--- config.mk ---
export PLATFORM = sky130hd
export DESIGN_NAME = ifu_fetch
export DESIGN_NICKNAME = d
export VERILOG_FILES = /design/src/rtl/ifu_fetch.sv
export SDC_FILE = /design/constraint.sdc
export NUM_CORES = 1
export LEC_CHECK = 0
export ABC_AREA = 1
export BUFFER_PORTS_ARGS = -buffer_cell sky130_fd_sc_hd__buf_2
export CAP_MARGIN = 20
export CORE_MARGIN = 4
export CORE_UTILIZATION = 45
export DETAILED_ROUTE_END_ITERATION = 12
export HOLD_SLACK_MARGIN = 0.15
export PLACE_DENSITY = 0.81
export SYNTH_ARGS = -nofsm -noshare
export SYNTH_HDL_FRONTEND = slang
export SYNTH_SLANG_ARGS = --single-unit
--- constraint.sdc ---
create_clock -name clk -period 3.7 [get_ports clk]
set_input_delay 0.74 -clock clk [delete_from_list [all_inputs] [get_ports clk]]
set_output_delay 0.74 -clock clk [all_outputs]
set_load 0.1 [all_outputs]
--- src/rtl/ifu_fetch.sv ---
// Instruction fetch unit for the multicycle RV32 core: one AXI-lite read per
// instruction, holds the word for decode, then waits for the next PC.
module ifu_fetch #(
    parameter logic [31:0] RESET_PC = 32'h8000_0000
) (
    input  logic        clk,
    input  logic        rst_n,
    output logic [31:0] araddr,
    output logic        arvalid,
    input  logic        arready,
    input  logic [31:0] rdata,
    input  logic [1:0]  rresp,
    input  logic        rvalid,
    output logic        rready,
    output logic [31:0] ins,
    output logic [31:0] pc,
    output logic        ins_valid,
    input  logic        ins_ready,
    input  logic        pc_update_valid,
    input  logic [31:0] pc_next,
    output logic        fetch_err
);

    localparam logic [2:0] ST_REQ     = 3'd0;
    localparam logic [2:0] ST_RESP    = 3'd1;
    localparam logic [2:0] ST_HOLD    = 3'd2;
    localparam logic [2:0] ST_WAIT_PC = 3'd3;
    localparam logic [2:0] ST_HALT    = 3'd4;

    localparam logic [31:0] NOP = 32'h0000_0013;

    logic [2:0]  state_q, state_d;
    logic [31:0] pc_q, pc_d;
    logic [31:0] ins_q, ins_d;
    logic        err_q, err_d;
    logic        take_pc;

    always_comb begin
        state_d = state_q;
        pc_d    = pc_q;
        ins_d   = ins_q;
        err_d   = err_q;
        take_pc = 1'b0;

        case (state_q)
            ST_REQ: begin
                if (arready) begin
                    state_d = ST_RESP;
                end
            end
            ST_RESP: begin
                if (rvalid) begin
                    if (rresp == 2'b00) begin
                        ins_d   = rdata;
                        state_d = ST_HOLD;
                    end else begin
                        err_d   = 1'b1;
                        state_d = ST_HALT;
                    end
                end
            end
            ST_HOLD: begin
                if (ins_ready) begin
                    if (pc_update_valid) begin
                        take_pc = 1'b1;
                    end else begin
                        state_d = ST_WAIT_PC;
                    end
                end
            end
            ST_WAIT_PC: begin
                take_pc = pc_update_valid;
            end
            ST_HALT: begin
                state_d = ST_HALT;
            end
            default: begin
                err_d   = 1'b1;
                state_d = ST_HALT;
            end
        endcase

        // A misaligned next PC cannot be fetched, so the core halts with the error flag.
        if (take_pc) begin
            pc_d = pc_next;
            if (pc_next[1:0] == 2'b00) begin
                state_d = ST_REQ;
            end else begin
                err_d   = 1'b1;
                state_d = ST_HALT;
            end
        end
    end

    always_ff @(posedge clk or negedge rst_n) begin
        if (!rst_n) begin
            state_q <= ST_REQ;
            pc_q    <= RESET_PC;
            ins_q   <= NOP;
            err_q   <= 1'b0;
        end else begin
            state_q <= state_d;
            pc_q    <= pc_d;
            ins_q   <= ins_d;
            err_q   <= err_d;
        end
    end

    // State is already REQ while reset is held, so arvalid is gated by rst_n itself.
    assign arvalid   = rst_n && (state_q == ST_REQ);
    assign araddr    = pc_q;
    assign rready    = (state_q == ST_RESP);
    assign ins_valid = (state_q == ST_HOLD);
    assign ins       = ins_q;
    assign pc        = pc_q;
    assign fetch_err = err_q;

endmodule

==> impl_metrics.json <==
{
  "status": "completed",
  "grt_pass1_vias": 2530,
  "cts_tree": "yes",
  "timing.rr.start": "state_q[1]$_DFFE_PN0P_",
  "vias": 2586,
  "met3_usage": 0.05000,
  "p_leak_nw": 2.572,
  "gp_congestion": 0.7756,
  "seq_area_frac_synth": 0.5547,
  "path_delay_family": "buffers and inverters",
  "worstHoldStart": "araddr[31]$_DFFE_PN1P_",
  "wire_per_inst_um": 12.16,
  "syn_to_final_growth_pct": 28.14,
  "core_area_um2": 6495,
  "drtIter0Drc": 79,
  "finalSetupTns_ps": 0,
  "die_h_um": 90.69,
  "cp_num_buf_inv": 3,
  "drt-total-wl_mm": 7.019,
  "nNetsFinal": 567,
  "use_met1": 0.2226,
  "swShare": 0.2040,
  "startpoint_type": "flip-flop",
  "p_switching_mw": 0.2952,
  "synth_area_per_cell_um2": 8.667,
  "cts_buffers": 9,
  "finalSetupViolCount": 0,
  "dieArea_um2": 8224,
  "numPortBuffers": 171,
  "use_met2": 0.2767,
  "synth_cell_types": 24,
  "clk_pin_slew_ps": 70,
  "drtPass1Iterations": 4,
  "fill_cells": 578,
  "htree_levels": 3,
  "grt_remaining_overflow": 0,
  "dp_slack_ps": 1543,
  "hold_path_end": "araddr[31]$_DFFE_PN1P_",
  "worstSetupPathType": "flip-flop to output port",
  "yosys_warnings": 0,
  "finClkSkew_ps": 9.136,
  "grt_pass1_wl_mm": 11.74,
  "dp_hpwl_mm": 5.281,
  "cap_violations": 0,
  "end_kind": "output port",
  "path_max_fanout": 6,
  "synth-seq-cells": 68,
  "tightestPinTransition_ps": 827.3,
  "seqCellArea_um2": 1707,
  "seqPwrFrac": 0.514,
  "drive_above_1_share": 0.4120,
  "worstPathArrival_ps": 1650,
  "ios": 172,
  "yosysTopAreaCellShare": 0.5205,
  "rows": 29,
  "start_util": 0.4737,
  "drv_slew": 0,
  "via_per_inst": 4.482,
  "fp.dieW_um": 90.69,
  "grt.total_usage": 0.1739,
  "p_comb_frac": 0.043,
  "hold_path_depth": 2,
  "reg2reg_depth": 8,
  "synth_top_cell_by_area": "dfrtp_1",
  "ctsHoldBuffers": 0,
  "cts_sinks": 68,
  "async_reset_ff_frac": 1.000,
  "syn_nets": 427,
  "worst-r2r-setup-slack_ps": 1770,
  "clock_latency_ps": 330,
  "diodes": 0,
  "grt_max_degree": 69,
  "worstPathCellList": "inv_2 -> nor2_4 -> nand2_1 -> inv_1 -> buf_2",
  "cts.path.max_buffers": 2,
  "cts_resized": 0,
  "period_share": 0.6449,
  "hold_class": "flip-flop to flip-flop",
  "ant_nets": 0,
  "r2r_end": "state_q[2]$_DFFE_PN0P_",
  "drcViolationCount": 0,
  "multi_input_area_um2": 893.4,
  "crit_slowest_cell": "dfrtp_1",
  "power_frac_clock": 0.443,
  "synthTopCellsByArea": "dfrtp_1 (52%), nand2_1 (17%), buf_4 (7.8%)",
  "synth_cells": 355,
  "slew_headroom": 0.4485,
  "syn_area_um2": 3077,
  "fin_ws_ps": 1314,
  "ir_drop_mv": 0.1818,
  "root_buffer": "clkbuf_8",
  "post_cts_buffers": 0,
  "antenna_found_initial": 0,
  "synth_edf_count": 0,
  "timing.fmax_ghz": 0.4191,
  "required_ps": 2960,
  "power.total_mw": 1.447,
  "rsz0062_at_grt": "false",
  "min_period_ps": 2386,
  "ys.flop_type": "dfrtp_1",
  "power_density_nw_per_um2": 367.0,
  "power.internal_mw": 1.152,
  "slowest_delay_ps": 490,
  "hold_viol_final": 0,
  "grt_busiest_layer": "met2"
}
==> synthesized netlist by cell type, types with 2 or more instances <==
library cell and instances:
nand2_1 139, dfrtp_1 64, inv_1 39, buf_4 32, o21ai_1 32, buf_2 9, nor2_1 7, nand2_2 6
nand3_1 6, dfstp_2 4, buf_6 2, inv_2 2, nor2_4 2
==> kinds of logic after synthesis <==
kind of cell | after synthesis | share of synthesized area
simple gates | 167 | 0.2326
compound gates | 35 | 0.05774
buf+inv | 85 | 0.1549
flops | 68 | 0.5547
==> layer usage <==
metal	up-vias	wire length, um
li1	1324	-
met1	1126	3038
met2	126	3191
met3	10	693
met4	0	96
met5	-	0
==> power groups by stage <==
stage | clock, mW | combinational, mW | sequential (mW)
after global placement | 0 | 0.0634 | 0.757
after CTS | 0.660 | 0.0645 | 0.743
after floorplan | 0 | 0.00973 | 0.758
final | 0.641 | 0.0627 | 0.743
after detailed placement | 0 | 0.0644 | 0.757
after global routing | 0.697 | 0.0737 | 0.743
==> metrics by stage <==
| step | hold slack (ps) | utilization | cells | cell area [um^2] |
|---|---|---|---|---|
| after floorplan | 444.4 | - | 355 | 3077 |
| after global placement | 457.5 | 0.5718 | 560 | 3714 |
| after detailed placement | 464.1 | 0.5748 | 561 | 3734 |
| after CTS | 475.2 | 0.6070 | 577 | 3943 |
| after global routing | 501.0 | 0.6070 | 577 | 3943 |
| final | 474.4 | 0.6070 | 577 | 3943 |
==> area by class of cell <==
type	count	share of cell area
Multi-Input combinational cell	202	0.2266
Clock inverter	5	0.01968
Timing Repair Buffer	173	0.2241
Clock buffer	11	0.03332
Tap cell	77	0.02444
Inverter	41	0.03904
Sequential cell	68	0.4329
==> sequential cells by signal, indices dropped and copies added, names as in the netlist <==
register   flops
state_q        3
fetch_err      1
araddr        32
ins           32
==> how the worst max path moves through the flow <==
stage / from / end / depth (start not counted)
3_3_place_gp: rresp[0] / ins[1]$_DFFE_PN1P_ / 6
6_report: state_q[1]$_DFFE_PN0P_ / ins_valid / 5
4_1_cts: state_q[1]$_DFFE_PN0P_ / ins_valid / 5
3_5_place_dp: rst_n / arvalid / 3
2_1_floorplan: rst_n / arvalid / 1
5_1_grt: state_q[1]$_DFFE_PN0P_ / ins_valid / 5
==> cells in the final DEF (no fill, tap or decap), types with 4 or more instances in the layout <==
master    instances
nand3_1           6
buf_2           171
nor2_1            7
o21ai_1          32
clkbuf_8          9
dfrtp_1          64
nand2_2           6
nand2_1         139
inv_1            39
dfstp_2           4
==> worst reg2reg max path: cells and delay by family (launching register included) <==
| kind | cells | cell delay, ps |
|---|---|---|
| buffers and inverters | 2 | 130 |
| DFF | 1 | 490 |
| and+or+nand+nor | 6 | 1270 |
(Power assumes the default switching activity.)
